## src/rtl/laser_cover_scorer_pkg.sv

```systemverilog
// Shared constants, point record and scorer state encoding for the
// two-circle laser cover scorer.
package laser_pkg;

  localparam int NPTS = 40;
  localparam int CW   = 4;
  localparam int R2   = 16;
  localparam int SW   = 6;
  localparam int PW   = $clog2(NPTS);

  localparam logic [2*CW:0] R2_W     = (2*CW+1)'(R2);
  localparam logic [PW-1:0] PTR_LAST = PW'(NPTS - 1);
  localparam logic [SW-1:0] IDX_LAST = SW'(NPTS - 1);

  typedef struct packed {
    logic [CW-1:0] x;
    logic [CW-1:0] y;
  } point_t;

  typedef enum logic {
    IDLE,
    SCORE
  } state_t;

endpackage

```

## src/rtl/laser_cover_scorer_if.sv

```systemverilog
// Point stream, solver result snoop and score reporting bundle.
interface laser_cover_scorer_if;

  logic                      IN_VALID;
  logic [laser_pkg::CW-1:0]  X;
  logic [laser_pkg::CW-1:0]  Y;
  logic                      DONE;
  logic [laser_pkg::CW-1:0]  C1X;
  logic [laser_pkg::CW-1:0]  C1Y;
  logic [laser_pkg::CW-1:0]  C2X;
  logic [laser_pkg::CW-1:0]  C2Y;
  logic [laser_pkg::SW-1:0]  SCORE;
  logic                      SCORE_VALID;
  logic                      BUSY;
  logic                      ERR;
  logic                      OVF;

  modport master (
    output IN_VALID, X, Y, DONE, C1X, C1Y, C2X, C2Y,
    input  SCORE, SCORE_VALID, BUSY, ERR, OVF
  );

  modport slave (
    input  IN_VALID, X, Y, DONE, C1X, C1Y, C2X, C2Y,
    output SCORE, SCORE_VALID, BUSY, ERR, OVF
  );

endinterface

```

## src/rtl/laser_cover_scorer_in_circle.sv

```systemverilog
// Combinational membership test: is (px,py) within radius sqrt(R2) of (cx,cy).
module laser_in_circle
  import laser_pkg::*;
(
  input  logic [CW-1:0] px,
  input  logic [CW-1:0] py,
  input  logic [CW-1:0] cx,
  input  logic [CW-1:0] cy,
  output logic          in
);

  logic [CW-1:0]   dx;
  logic [CW-1:0]   dy;
  logic [2*CW-1:0] sx;
  logic [2*CW-1:0] sy;
  logic [2*CW:0]   d;

  // Full-width squares and sum so no distance aliases back under the threshold.
  always_comb begin
    dx = (px >= cx) ? (px - cx) : (cx - px);
    dy = (py >= cy) ? (py - cy) : (cy - py);
    sx = {{CW{1'b0}}, dx} * {{CW{1'b0}}, dx};
    sy = {{CW{1'b0}}, dy} * {{CW{1'b0}}, dy};
    d  = {1'b0, sx} + {1'b0, sy};
    in = (d <= R2_W);
  end

endmodule

```

## src/rtl/laser_cover_scorer.sv

```systemverilog
// Snoops the solver's point stream into a ping-pong buffer and, on each
// solver DONE edge, counts points covered by either reported circle.
//
//   state | meaning
//   IDLE  | waiting for a DONE rising edge
//   SCORE | walking the oldest full bank, one point per cycle
module laser_cover_scorer
  import laser_pkg::*;
(
  input  logic                 CLK,
  input  logic                 RST,
  laser_cover_scorer_if.slave  bus
);

  point_t        bank [2][NPTS];
  logic [PW-1:0] ptr;
  logic          ld_bank;
  logic          sc_bank;
  logic [1:0]    full;
  logic          ovf;
  logic          done_q;

  state_t        state;
  state_t        state_nx;
  logic [SW-1:0] idx;
  logic [SW-1:0] acc;
  logic [SW-1:0] score_q;
  logic          score_valid;
  logic          err;
  logic [CW-1:0] c1x, c1y, c2x, c2y;

  logic          done_rise;
  logic          wr_ok;
  logic          wr_last;
  logic          last_pt;
  logic          start;
  logic          fire_err;
  logic          busy;
  logic          hit1;
  logic          hit2;
  logic          hit;
  point_t        pt;

  assign done_rise = bus.DONE & ~done_q;
  assign wr_ok     = bus.IN_VALID & ~full[ld_bank];
  assign wr_last   = wr_ok && (ptr == PTR_LAST);
  assign last_pt   = (state == SCORE) && (idx == IDX_LAST);
  assign pt        = bank[sc_bank][idx];
  assign hit       = hit1 | hit2;

  laser_in_circle u_in_c1 (.px(pt.x), .py(pt.y), .cx(c1x), .cy(c1y), .in(hit1));
  laser_in_circle u_in_c2 (.px(pt.x), .py(pt.y), .cx(c2x), .cy(c2y), .in(hit2));

  always_ff @(posedge CLK) begin
    if (wr_ok) bank[ld_bank][ptr] <= '{x: bus.X, y: bus.Y};
  end

  always_ff @(posedge CLK or posedge RST) begin
    if (RST) begin
      ptr     <= '0;
      ld_bank <= 1'b0;
      ovf     <= 1'b0;
    end else if (bus.IN_VALID) begin
      if (full[ld_bank]) begin
        ovf <= 1'b1;
      end else if (ptr == PTR_LAST) begin
        ptr     <= '0;
        ld_bank <= ~ld_bank;
      end else begin
        ptr <= ptr + 1'b1;
      end
    end
  end

  // A filling bank is never full and the scored bank always is, so set and
  // clear never target the same bit in one cycle.
  always_ff @(posedge CLK or posedge RST) begin
    if (RST) begin
      full <= 2'b00;
    end else begin
      for (int b = 0; b < 2; b++) begin
        if (wr_last && (ld_bank == 1'(b)))      full[b] <= 1'b1;
        else if (last_pt && (sc_bank == 1'(b))) full[b] <= 1'b0;
      end
    end
  end

  always_ff @(posedge CLK or posedge RST) begin
    if (RST) state <= IDLE;
    else     state <= state_nx;
  end

  always_comb begin
    state_nx = state;
    case (state)
      IDLE:    if (done_rise && full[sc_bank]) state_nx = SCORE;
      SCORE:   if (last_pt) state_nx = IDLE;
      default: state_nx = IDLE;
    endcase
  end

  always_comb begin
    busy     = (state == SCORE);
    start    = (state == IDLE) && done_rise && full[sc_bank];
    fire_err = (state == IDLE) && done_rise && !full[sc_bank];
  end

  always_ff @(posedge CLK or posedge RST) begin
    if (RST) begin
      done_q      <= 1'b1;
      idx         <= '0;
      acc         <= '0;
      c1x         <= '0;
      c1y         <= '0;
      c2x         <= '0;
      c2y         <= '0;
      sc_bank     <= 1'b0;
      score_q     <= '0;
      score_valid <= 1'b0;
      err         <= 1'b0;
    end else begin
      done_q      <= bus.DONE;
      score_valid <= 1'b0;
      err         <= fire_err;
      if (start) begin
        c1x <= bus.C1X;
        c1y <= bus.C1Y;
        c2x <= bus.C2X;
        c2y <= bus.C2Y;
        idx <= '0;
        acc <= '0;
      end else if (state == SCORE) begin
        idx <= idx + 1'b1;
        acc <= acc + SW'(hit);
        if (last_pt) begin
          score_q     <= acc + SW'(hit);
          score_valid <= 1'b1;
          sc_bank     <= ~sc_bank;
        end
      end
    end
  end

  assign bus.SCORE       = score_q;
  assign bus.SCORE_VALID = score_valid;
  assign bus.BUSY        = busy;
  assign bus.ERR         = err;
  assign bus.OVF         = ovf;

endmodule

```

## src/flat_wrapper.sv

```systemverilog
// flat-port wrapper written by rule: the top's interface ports become plain ports
module laser_cover_scorer_flat import laser_pkg::*;
  (CLK, RST, bus_IN_VALID, bus_X, bus_Y, bus_DONE, bus_C1X, bus_C1Y, bus_C2X, bus_C2Y, bus_SCORE, bus_SCORE_VALID, bus_BUSY, bus_ERR, bus_OVF);
  laser_cover_scorer_if bus_i ();
  input  logic CLK;
  input  logic RST;
  input wire logic [$bits(bus_i.IN_VALID)-1:0] bus_IN_VALID;
  input wire logic [$bits(bus_i.X)-1:0] bus_X;
  input wire logic [$bits(bus_i.Y)-1:0] bus_Y;
  input wire logic [$bits(bus_i.DONE)-1:0] bus_DONE;
  input wire logic [$bits(bus_i.C1X)-1:0] bus_C1X;
  input wire logic [$bits(bus_i.C1Y)-1:0] bus_C1Y;
  input wire logic [$bits(bus_i.C2X)-1:0] bus_C2X;
  input wire logic [$bits(bus_i.C2Y)-1:0] bus_C2Y;
  output wire logic [$bits(bus_i.SCORE)-1:0] bus_SCORE;
  output wire logic [$bits(bus_i.SCORE_VALID)-1:0] bus_SCORE_VALID;
  output wire logic [$bits(bus_i.BUSY)-1:0] bus_BUSY;
  output wire logic [$bits(bus_i.ERR)-1:0] bus_ERR;
  output wire logic [$bits(bus_i.OVF)-1:0] bus_OVF;
  assign bus_i.IN_VALID = bus_IN_VALID;
  assign bus_i.X = bus_X;
  assign bus_i.Y = bus_Y;
  assign bus_i.DONE = bus_DONE;
  assign bus_i.C1X = bus_C1X;
  assign bus_i.C1Y = bus_C1Y;
  assign bus_i.C2X = bus_C2X;
  assign bus_i.C2Y = bus_C2Y;
  assign bus_SCORE = bus_i.SCORE;
  assign bus_SCORE_VALID = bus_i.SCORE_VALID;
  assign bus_BUSY = bus_i.BUSY;
  assign bus_ERR = bus_i.ERR;
  assign bus_OVF = bus_i.OVF;
  laser_cover_scorer u_core (.CLK(CLK), .RST(RST), .bus(bus_i));
endmodule
```

## config.mk

```make
export PLATFORM = sky130hd
export DESIGN_NAME = laser_cover_scorer_flat
export DESIGN_NICKNAME = d
export VERILOG_FILES = /design/src/rtl/laser_cover_scorer_pkg.sv /design/src/rtl/laser_cover_scorer_if.sv /design/src/rtl/laser_cover_scorer_in_circle.sv /design/src/rtl/laser_cover_scorer.sv /design/src/flat_wrapper.sv
export SDC_FILE = /design/constraint.sdc
export NUM_CORES = 1
export LEC_CHECK = 0
export ABC_AREA = 1
export CORE_ASPECT_RATIO = 2
export CORE_MARGIN = 2
export CORE_UTILIZATION = 45
export CTS_CLUSTER_DIAMETER = 100
export DETAILED_ROUTE_END_ITERATION = 8
export PLACE_DENSITY = 0.63
export SYNTH_ARGS = -nofsm -noshare
export SYNTH_HDL_FRONTEND = slang
export SYNTH_SLANG_ARGS = --single-unit
```

## constraint.sdc

```tcl
create_clock -name CLK -period 9.64 [get_ports CLK]
set_clock_uncertainty 0.1 [all_clocks]
set_input_delay 2.892 -clock CLK [delete_from_list [all_inputs] [get_ports CLK]]
set_output_delay 2.892 -clock CLK [all_outputs]
set_load 0.02 [all_outputs]
```

==> flow_summary.ini, run 1 <==
[synth]
async_flop_share = 0.07112
syn_avg_cell_area_um2 = 11.19
synthDistinctLibCells = 47
netlist_area_um2 = 30700
yosysSeqAreaShare = 0.6659
yosys_warnings = 0
synth_enable_flop_cells = 640
synthCells = 2745
ys_ff_latch = 689
syn_nets = 2869
ys.flop_type = edfxtp_1

[placement]
place_congestion = 0.9296
dpl_worst_slack_ns = 0.7923
port_buffers = 37
hpwl_mm = 53.48

[sta]
setup_viol = 0
slew_violations = 0
rsz0062_at_grt = no
fmax_mhz = 110.9
fin_ws_ns = 0.6208
fin_tns_setup_ns = 0
worst_pin_slew_ns = 1.073
period_share = 0.9356
whs_ns = 0.3909
timing_hold_violations_final = 0
finalCriticalPeriod_ns = 9.019
maxSlewHeadroom = 0.2786

[grt]
grt_usage = 0.2344
overflow = 0
grt_pass1_vias = 20800
grt_max_degree = 100
grt_antenna_before_repair = 1
grt_pass1_wl_mm = 124.4

[routing]
postRouteAntennaNets = 0
post_drt_wl_per_cell_um = 22.59
drt_first_iter_violations = 1509
drt_wl_total_mm = 82.93
drc_errors = 0
dr.pass1.iters = 5
viasPerCell = 5.569
vias = 20440

[floorplanning]
rows = 135
die_h_um = 373.4
pin_count = 38
initial_core_util = 0.4544
core_um2 = 67560
die_area_um2 = 70460
die_x_um = 188.7

[cts]
clockRootBuffer = clkbuf_16
numCtsBuffers = 55
cts.hold.buffers_added = 0
clockBufferDepth = 3
clock_latency_ns = 0.63
cts_resized = 0
post_cts_buffers = 0
htree_num_levels = 2
cts_tree = done
clkSlewWorstSetupHoldPaths_ns = 0.07
clkSinkCount = 689

[layout]
synthToLayoutAreaGrowth_pct = 9.466
mostFrequentLayoutCells = nand2_1, edfxtp_1, nand3_1
final_nets = 2863
regArea_um2 = 20450
layout_commonest_cell = nand2_1
final_util = 0.4975
antenna_cells = 0
n_fill_cell = 6001
multi_input_area_um2 = 8954
drive_gt1_frac = 0.05933

[critical_path]
slowest_delay_ns = 0.65
cp.arrival_ns = 9.44
worst_ep_required_time_ns = 10.06
ff2ff_setup_slack_ns = 0.62
path_max_fanout = 35
critPathSlowestCell = dfrtp_4
cp-start-kind = flip-flop
cp_common_cell = nand3_1
crit_type = reg -> reg
end_kind = flip-flop

[hold_path]
hold_path_class = reg -> reg

[job]
maxCapViolations = 0

[run_status]
status = completed
## state kept, by name, indices dropped and copies added, names as in the netlist
signal and cells:
u_core.bank 640, u_core.acc 6, u_core.bus.SCORE 6, u_core.idx 6
u_core.ptr 6, u_core.c1x 4, u_core.c1y 4, u_core.c2x 4
u_core.c2y 4, u_core.full 2, u_core.bus.BUSY 1, u_core.bus.ERR 1
u_core.bus.OVF 1, u_core.bus.SCORE_VALID 1, u_core.done_q 1, u_core.ld_bank 1
u_core.sc_bank 1
## critical path: cells and delay by family, from the launching register on
kind	cells	cell delay, ns
simple gates	17	2.58
xor+xnor	2	0.29
compound gates	4	0.58
fa+ha+maj	9	3.43
buf+inv	8	1.24
flops	1	0.65
## path summary, 6_finish.rpt
| kind | start | end | cells after the start |
|---|---|---|---|
| hold / removal | u_core.bus.SCORE[3]$_DFFE_PP0P_ | u_core.bus.SCORE[3]$_DFFE_PP0P_ | 2 |
| setup / recovery | u_core.idx[0]$_DFFE_PP0P_ | u_core.bus.SCORE[5]$_DFFE_PP0P_ | 40 |
| max in group asynchronous | RST | u_core.sc_bank$_DFFE_PP0P_ | 3 |
| hold reg to reg | u_core.bus.SCORE[3]$_DFFE_PP0P_ | u_core.bus.SCORE[3]$_DFFE_PP0P_ | 2 |
| setup reg to reg | u_core.idx[0]$_DFFE_PP0P_ | u_core.bus.SCORE[5]$_DFFE_PP0P_ | 40 |
| min in group asynchronous | RST | u_core.bus.SCORE_VALID$_DFF_PP0_ | 3 |
## per-layer routing
| metal | wire (um) | GRT usage | part of all wire | up-vias |
|---|---|---|---|---|
| met4 | 5502 | 0.1453 | 0.066 | 0 |
| met1 | 28580 | 0.2510 | 0.34 | 10080 |
| met5 | 0 | 0 | 0 | - |
| li1 | - | - | - | 9427 |
| met3 | 3924 | 0.02188 | 0.047 | 226 |
| met2 | 44920 | 0.4384 | 0.54 | 713 |
## Yosys cell counts (3+ instances only)
cell	instances	area, um2
buf_2	66	330.3
edfxtp_1	640	19220
buf_6	15	168.9
xnor2_1	7	61.31
fa_1	30	600.6
o21ai_0	96	480.5
nor4_2	3	37.54
nand3_1	327	1637
o22ai_1	12	75.07
a211oi_1	4	30.03
buf_4	26	195.2
o221ai_1	11	96.34
nor2_1	215	807.0
nor3_1	5	25.02
o21bai_1	5	37.54
a21oi_1	90	450.4
nand2_2	3	18.77
dfrtp_1	48	1201
inv_1	114	427.9
a221oi_1	4	35.03
clkbuf_1	32	120.1
ha_1	66	825.8
nor3_4	4	65.06
o211ai_1	22	165.2
a21boi_0	8	60.06
o21ai_1	5	25.02
inv_2	9	33.78
nand2_1	834	3131
xor2_1	14	122.6
buf_1	6	22.52
## stage by stage
step | cells | area (um2)
5_1_grt | 3671 | 33610
6_report | 3671 | 33610
3_3_place_gp | 3572 | 31790
3_5_place_dp | 3572 | 31790
4_1_cts | 3671 | 33610
2_1_floorplan | 2745 | 30700
## final cells by class
cell class | instances | share of cell area
flip-flops and latches | 689 | 0.6086
multi-input cells | 1784 | 0.2664
clock buffers | 78 | 0.04627
well taps | 890 | 0.03313
repair buffers | 82 | 0.02323
inverters | 127 | 0.01448
clock inverters | 21 | 0.007929
## logic make-up after synthesis
kind of cell             synth area share
XOR/XNOR                         0.005990
buffers and inverters             0.04295
flip-flops                         0.6659
AND/OR/NAND/NOR                    0.1888
AO/OA/AOI/OAI                     0.04992
adder cells (fa/ha/maj)           0.04645
Power of run 1 is not shown: default switching activity piles up to over one toggle a cycle in this logic, so the estimate is an artifact.
==> run 2: changes to the inputs <==
--- a/config.mk
+++ b/config.mk
@@ -9,7 +9,6 @@
 export CORE_ASPECT_RATIO = 2
 export CORE_MARGIN = 2
 export CORE_UTILIZATION = 45
-export CTS_CLUSTER_DIAMETER = 100
 export DETAILED_ROUTE_END_ITERATION = 8
 export PLACE_DENSITY = 0.63
 export SYNTH_ARGS = -nofsm -noshare
==> results of run 2 <==
Same layout as run 1: the final DEF is identical, and so are final timing and power.
Power of run 2 is left out for the same reason.
